===== src/rtl/uart_tx_framer_pkg.sv =====
// Shared types and constants for the UART transmit framer.
// Frame bit count follows the UART_TX_PARITY_EN build option.
package DataTypes;

  localparam int DEFAULT_DATA_W = 8;

  typedef logic bit_t;

  typedef enum logic [2:0] {
    IDLE,
    START,
    DATA,
    PARITY,
    STOP
  } uartTxState_t;

`ifdef UART_TX_PARITY_EN
  localparam int bitspertx = DEFAULT_DATA_W + 3;
`else
  localparam int bitspertx = DEFAULT_DATA_W + 2;
`endif

  typedef logic [DEFAULT_DATA_W-1:0] uartData_t;

endpackage


===== src/rtl/uart_tx_framer_baud_tick.sv =====
// Bit-period counter: counts 0..CLKS_PER_BIT-1 while enabled and
// flags the last clock of each serial bit with a one-cycle bit_tick.
module uart_baud_tick #(
  parameter int CLKS_PER_BIT = 16
) (
  input  logic clk,
  input  logic reset,
  input  logic clear,
  input  logic enable,
  output logic bit_tick
);

  localparam int CNT_W = $clog2(CLKS_PER_BIT);
  localparam logic [CNT_W-1:0] CNT_LAST = CNT_W'(CLKS_PER_BIT - 1);

  logic [CNT_W-1:0] count;

  always_ff @(posedge clk) begin
    if (reset || clear) begin
      count <= '0;
    end else if (enable) begin
      count <= (count == CNT_LAST) ? '0 : count + 1'b1;
    end
  end

  assign bit_tick = enable && (count == CNT_LAST);

endmodule


===== src/rtl/uart_tx_framer.sv =====
// UART transmit framer: start, LSB-first data, optional even parity, stop.
// Define UART_TX_PARITY_EN to insert the parity bit before the stop bit.
module uart_tx_framer
  import DataTypes::*;
#(
  parameter int DATA_W       = DEFAULT_DATA_W,
  parameter int CLKS_PER_BIT = 16
) (
  input  logic              clk,
  input  logic              reset,
  input  logic              tx_valid,
  input  logic [DATA_W-1:0] tx_data,
  output logic              tx_ready,
  output logic              tx_serial,
  output logic              tx_busy,
  output logic              tx_done
);

  localparam int IDX_W = $clog2(DATA_W);
  localparam logic [IDX_W-1:0] IDX_LAST = IDX_W'(DATA_W - 1);

  uartTxState_t      state, state_next;
  logic [DATA_W-1:0] shreg, shreg_next;
  logic [IDX_W-1:0]  bit_idx, bit_idx_next;
  logic              serial_next;
  logic              handshake;
  logic              bit_tick;
  bit_t              parity_q;

  assign tx_ready  = (state == IDLE);
  assign tx_busy   = (state != IDLE);
  assign handshake = tx_valid && tx_ready;
  assign tx_done   = (state == STOP) && bit_tick;

  uart_baud_tick #(
    .CLKS_PER_BIT(CLKS_PER_BIT)
  ) u_baud (
    .clk     (clk),
    .reset   (reset),
    .clear   (handshake),
    .enable  (tx_busy),
    .bit_tick(bit_tick)
  );

`ifdef UART_TX_PARITY_EN
  // Parity is captured with the word because the shift register empties as it sends.
  always_ff @(posedge clk) begin
    if (reset) begin
      parity_q <= 1'b0;
    end else if (handshake) begin
      parity_q <= ^tx_data;
    end
  end
`else
  assign parity_q = 1'b0;
`endif

  always_comb begin
    state_next   = state;
    shreg_next   = shreg;
    bit_idx_next = bit_idx;
    case (state)
      IDLE: begin
        if (handshake) begin
          shreg_next   = tx_data;
          bit_idx_next = '0;
          state_next   = START;
        end
      end
      START: begin
        if (bit_tick) state_next = DATA;
      end
      DATA: begin
        if (bit_tick) begin
          shreg_next = shreg >> 1;
          if (bit_idx == IDX_LAST) begin
`ifdef UART_TX_PARITY_EN
            state_next = PARITY;
`else
            state_next = STOP;
`endif
          end else begin
            bit_idx_next = bit_idx + 1'b1;
          end
        end
      end
`ifdef UART_TX_PARITY_EN
      PARITY: begin
        if (bit_tick) state_next = STOP;
      end
`endif
      STOP: begin
        if (bit_tick) state_next = IDLE;
      end
      default: state_next = IDLE;
    endcase

    // The line level is registered from the upcoming state so it moves with the state.
    serial_next = 1'b1;
    case (state_next)
      START:   serial_next = 1'b0;
      DATA:    serial_next = shreg_next[0];
      PARITY:  serial_next = parity_q;
      default: serial_next = 1'b1;
    endcase
  end

  always_ff @(posedge clk) begin
    if (reset) begin
      state     <= IDLE;
      shreg     <= '0;
      bit_idx   <= '0;
      tx_serial <= 1'b1;
    end else begin
      state     <= state_next;
      shreg     <= shreg_next;
      bit_idx   <= bit_idx_next;
      tx_serial <= serial_next;
    end
  end

endmodule

===== config.mk =====
export PLATFORM = sky130hd
export DESIGN_NAME = uart_tx_framer
export DESIGN_NICKNAME = d
export VERILOG_FILES = /design/src/rtl/uart_tx_framer_pkg.sv /design/src/rtl/uart_tx_framer_baud_tick.sv /design/src/rtl/uart_tx_framer.sv
export SDC_FILE = /design/constraint.sdc
export NUM_CORES = 1
export LEC_CHECK = 0
export ABC_AREA = 0
export ABC_CLOCK_PERIOD_IN_PS = 2600
export CAP_MARGIN = 5
export CORE_MARGIN = 2
export CORE_UTILIZATION = 40
export DETAILED_ROUTE_END_ITERATION = 8
export SLEW_MARGIN = 20
export SYNTH_ARGS = -nofsm -noshare
export SYNTH_HDL_FRONTEND = slang
export SYNTH_HIERARCHICAL = 1
export SYNTH_SLANG_ARGS = --single-unit

===== constraint.sdc =====
create_clock -name clk -period 2.6 [get_ports clk]
set_clock_uncertainty 0.1 [all_clocks]
set_input_delay 0.26 -clock clk [delete_from_list [all_inputs] [get_ports clk]]
set_output_delay 0.26 -clock clk [all_outputs]
set_load 0.1 [all_outputs]

==> impl_metrics.json, run 1 <==
{
  "crit_buf_inv": 2,
  "final_area_um2": 1170,
  "synthCells": 98,
  "end_kind": "output pin",
  "synth_top_area_frac": 0.395,
  "clock_sinks": 19,
  "io_pins": 15,
  "synth-async-reset-ratio": 0,
  "critPathMaxFanout": 12,
  "synthToLayoutAreaGrowth_pct": 22.1,
  "placed_area_um2": 1150,
  "cts_hold_buf": 0,
  "busiest_layer": "met2",
  "cp-start-kind": "flip-flop",
  "core_um2": 2230,
  "power_density_nw_per_um2": 472,
  "drc_errors": 0,
  "synth_cell_types": 35,
  "power_uw": 554,
  "io_buffers": 14,
  "synth_edf_count": 0,
  "die_x_um": 53.0,
  "cp_top_family": "simple AND/OR/NAND/NOR gates",
  "avgSynthCellArea_um2": 9.82,
  "hold_viol_final": 0,
  "critical_path.cell_chain": "or3_4 -> and4_4 -> inv_2 -> nor4b_4 -> buf_12",
  "num_vias": 745,
  "diodes": 0,
  "cp.required_ns": 2.24,
  "start_util": 0.431,
  "antenna_found_initial": 0,
  "wl_um": 1750,
  "clk_pin_slew_ns": 0.10,
  "cpMaxStageDelayCell": "dfxtp_2",
  "grt_pass1_vias": 705,
  "clock_latency_ns": 0.29,
  "synth_seq_cells": 19,
  "grtUsageTotal": 0.150,
  "nets": 129,
  "drv_cap": 0,
  "via_per_inst": 5.25,
  "synth-seq-area-share": 0.395,
  "grt.overflow.total": 0,
  "finalSetupViolCount": 0,
  "grt_pass1_wl_um": 2970,
  "rsz0062_at_grt": "false",
  "drive_above_1_share": 0.211,
  "critical_path_arrival_ns": 1.87,
  "yosys.area.top_type": "dfxtp_1",
  "crit_type": "reg2out",
  "fin_hold_ws_ns": 0.356,
  "die_area_um2": 2810,
  "n_fill_cell": 223,
  "cts-buffers-inserted": 3,
  "slowest_delay_ns": 0.50,
  "yosysMostFrequentCell": "dfxtp_1",
  "slew_violations": 0,
  "tritoncts": "yes",
  "clock.fmax_ghz": 0.448,
  "synth_area_leaders": "dfxtp_1 40%, a22oi_1 5.5%, mux2i_1 5.2%",
  "use_met1": 0.180,
  "slew_headroom": 0.747,
  "grt_max_degree": 16,
  "place_inst": 138,
  "gp_congestion": 0.836,
  "min_period_over_period": 0.858,
  "drt_iter0_markers": 6,
  "synthFlopType": "dfxtp_1",
  "ir_drop_uv": 337,
  "cts_root_buf": "clkbuf_4",
  "stdcell_count": 142,
  "leakage_nw": 0.433,
  "first_pass_iters": 4,
  "die_h_um": 53.0,
  "wl_per_cell_um": 12.3,
  "ctsResizeCount": 0,
  "ant_nets": 0,
  "post-route-min-period_ns": 2.23,
  "synth_area_um2": 962,
  "met2_usage": 0.231,
  "use_met3": 0.0339,
  "htreeDepth": 1,
  "rows": 17,
  "outcome": "completed",
  "post_cts_buffers": 0,
  "cts_buffer_depth": 2,
  "yosys_warnings": 6,
  "synth_top_cells_by_count": "19 x dfxtp_1, 10 x nor2_1, 8 x nand2_1, 7 x a21oi_1, 7 x a22oi_1",
  "tightest_slew_ns": 0.378,
  "min_path_type": "reg2reg",
  "dp_hpwl_um": 1290,
  "syn_nets": 112
}
worst paths after layout:
kind | from | endpoint | slack [ns] | cells past startpoint
hold / removal | shreg[4] | shreg[4] | 0.36 | 2
hold reg to reg | shreg[4] | shreg[4] | 0.36 | 2
setup / recovery | state[2] | tx_done | 0.37 | 5
setup reg to reg | state[1] | tx_serial | 0.46 | 7
state kept, by name (all words and copies together) (netlist names):
name / count
state: 3
shreg: 8
tx_serial: 1
bit_idx: 3
u_baud/count: 4
worst min-delay path, cell delays in order, from the launching register on:
cell     delay, ns
dfxtp_1       0.32
nand2_1       0.05
a21oi_1       0.05
placed cells by master (no fill, tap or decap), types with 2 or more instances in the layout:
master / count
nand3b_1: 3
nor2_1: 10
a21oi_1: 7
nor4b_4: 2
mux2i_1: 5
xor2_1: 2
ha_1: 3
and3_1: 2
clkdlybuf4s50_1: 10
dfxtp_1: 17
buf_4: 7
a22oi_1: 7
nor3_1: 3
nand2_1: 8
clkbuf_4: 3
routing by layer:
metal | part of all wire | vias to the layer above
li1 | - | 386
met3 | 0.033 | 6
met1 | 0.47 | 339
met5 | 0 | -
met2 | 0.46 | 14
met4 | 0.027 | 0
report_power, final:
part	switching (mW)	leakage [nW]	internal, mW
clock network	0.0878	0.0150	0.0597
logic	0.0576	0.262	0.0422
registers	0.00594	0.156	0.301
total	0.151	0.433	0.403
kinds of logic (layout without fill, tap and decap cells):
family	count (synthesis)	after routing	share of synthesized area
adder cells (fa/ha/maj)	3	3	0.0390
AO/OA/AOI/OAI	19	19	0.166
buffers and inverters	8	24	0.0559
multiplexers	5	5	0.0520
AND/OR/NAND/NOR	41	41	0.264
flip-flops	19	19	0.395
XOR/XNOR	3	3	0.0273
area by class of cell:
class                           count  area [µm²]  area share
Clock buffer                        4        26.3      0.0224
Inverter                            2        7.51     0.00639
Tap cell                           28        35.0      0.0298
Multi-Input combinational cell     71         548       0.466
Timing Repair Buffer               18         173       0.147
Sequential cell                    19         385       0.328
through the flow:
stage | setup TNS (ns) | worst slack (ns) | util
2_1_floorplan | -0.0684 | -0.0684 | -
3_3_place_gp | 0 | 0.487 | 0.514
3_5_place_dp | 0 | 0.476 | 0.514
4_1_cts | 0 | 0.337 | 0.526
5_1_grt | 0 | 0.234 | 0.526
6_report | 0 | 0.369 | 0.526
(Power assumes the default switching activity.)
==> inputs of run 2 (changes only) <==
--- a/config.mk
+++ b/config.mk
@@ -8,9 +8,13 @@
 export ABC_AREA = 0
 export ABC_CLOCK_PERIOD_IN_PS = 2600
 export CAP_MARGIN = 5
+export CELL_PAD_IN_SITES_DETAIL_PLACEMENT = 1
+export CELL_PAD_IN_SITES_GLOBAL_PLACEMENT = 1
 export CORE_MARGIN = 2
-export CORE_UTILIZATION = 40
+export CORE_UTILIZATION = 39
 export DETAILED_ROUTE_END_ITERATION = 8
+export GPL_ROUTABILITY_DRIVEN = 1
+export PLACE_DENSITY_LB_ADDON = 0.1
 export SLEW_MARGIN = 20
 export SYNTH_ARGS = -nofsm -noshare
 export SYNTH_HDL_FRONTEND = slang
==> impl_metrics.json, run 2 (synthesis gave the netlist of run 1 again) <==
{
  "die_h_um": 53.7,
  "tritoncts": "yes",
  "synthToLayoutAreaGrowth_pct": 22.1,
  "drv_cap": 0,
  "io_pins": 15,
  "clock_latency_ns": 0.30,
  "drt_iter0_markers": 9,
  "core_um2": 2280,
  "grtUsageTotal": 0.176,
  "post-route-util": 0.516,
  "cts_root_buf": "clkbuf_4",
  "cp.required_ns": 2.24,
  "combPwrFrac": 0.180,
  "ant_nets": 0,
  "ir_drop_uv": 344,
  "grt_pass1_wl_um": 3670,
  "switching_share": 0.280,
  "wl_um": 2100,
  "die_area_um2": 2880,
  "grt_pass1_vias": 761,
  "diodes": 0,
  "start_util": 0.423,
  "clock_sinks": 19,
  "pwr-share-seq": 0.548,
  "critPathMaxFanout": 12,
  "tightest_slew_ns": 0.481,
  "drive_above_1_share": 0.211,
  "fin_hold_ws_ns": 0.366,
  "rsz0062_at_grt": "false",
  "largest_reg_flops": 8,
  "nets": 129,
  "final_area_um2": 1170,
  "io_buffers": 14,
  "num_vias": 766,
  "use_met1": 0.227,
  "cp-start-kind": "flip-flop",
  "drc_errors": 0,
  "layout_common_cells": "17 x dfxtp_1, 10 x nor2_1, 10 x clkdlybuf4s50_1",
  "antenna_found_initial": 0,
  "post_cts_buffers": 0,
  "post-route-min-period_ns": 2.25,
  "outcome": "completed",
  "leakage_nw": 0.433,
  "cts-buffers-inserted": 3,
  "layout_commonest_cell": "dfxtp_1",
  "slew_violations": 0,
  "cts_hold_buf": 0,
  "switching_power_uw": 157,
  "power_uw": 560,
  "min_period_over_period": 0.866,
  "use_met3": 0.0333,
  "clk_pin_slew_ns": 0.11,
  "n_fill_cell": 264,
  "grt.overflow.total": 0,
  "gp_congestion": 0.774,
  "crit_type": "reg2out",
  "first_pass_iters": 4,
  "hold_viol_final": 0,
  "ctsResizeCount": 0,
  "via_per_inst": 5.39,
  "die_x_um": 53.7,
  "dp_hpwl_um": 1610,
  "grt_max_degree": 19,
  "rows": 17,
  "largestRegisters": "shreg x8, u_baud/count x4",
  "clock.fmax_ghz": 0.444,
  "cts_buffer_depth": 2,
  "met2_usage": 0.291,
  "power_density_nw_per_um2": 476,
  "placed_area_um2": 1150,
  "critical_path_arrival_ns": 1.89,
  "min_path_type": "reg2reg",
  "slew_headroom": 0.678,
  "busiest_layer": "met2",
  "finalSetupViolCount": 0,
  "wl_per_cell_um": 14.8,
  "p_int_uw": 403,
  "end_kind": "output pin",
  "htreeDepth": 1,
  "regMostFlops": "shreg",
  "clock_power_share": 0.272
}
[run 2: worst max-delay path, stage by stage, from the launching register on]
cell and delay [ns]:
dfxtp_2 0.50, or3_4 0.22, and4_4 0.27, inv_2 0.06, nor4b_4 0.32, buf_12 0.21
[run 2: stage by stage]
stage	setup WS (ns)	setup TNS (ns)	instances
after floorplan	-0.0684	-0.0684	98
after global placement	0.464	0	138
after detailed placement	0.426	0	138
after CTS	0.346	0	142
after global routing	0.205	0	142
final	0.348	0	142
[run 2: final cells by class]
| cell class | count | area [µm²] | area share |
|---|---|---|---|
| clock buffers | 4 | 26.3 | 0.0224 |
| inverters | 2 | 7.51 | 0.00639 |
| multi-input cells | 71 | 548 | 0.466 |
| flip-flops and latches | 19 | 385 | 0.328 |
| well taps | 28 | 35.0 | 0.0298 |
| repair buffers | 18 | 173 | 0.147 |
[run 2: final timing paths]
kind / from / to / slack (ns) / cells past startpoint
min reg2reg: shreg[3] / shreg[3] / 0.37 / 2
max: state[2] / tx_done / 0.35 / 5
max reg2reg: state[2] / tx_serial / 0.41 / 7
min: shreg[3] / shreg[3] / 0.37 / 2
[run 2: routing by layer]
metal / routed length [µm] / vias up / share of wire
met1: 997 / 365 / 0.47
met2: 1000 / 12 / 0.48
met3: 69 / 5 / 0.033
li1: - / 384 / -
met4: 30 / 0 / 0.014
met5: 0 / - / 0
[run 2: power groups by stage]
stage                     Clock [mW]  Sequential (mW)  Combinational, mW
final                          0.152            0.307              0.101
after global routing           0.169            0.308              0.109
after CTS                      0.157            0.307              0.102
after detailed placement           0            0.314              0.102
after global placement             0            0.313              0.100
after floorplan                    0            0.320             0.0638
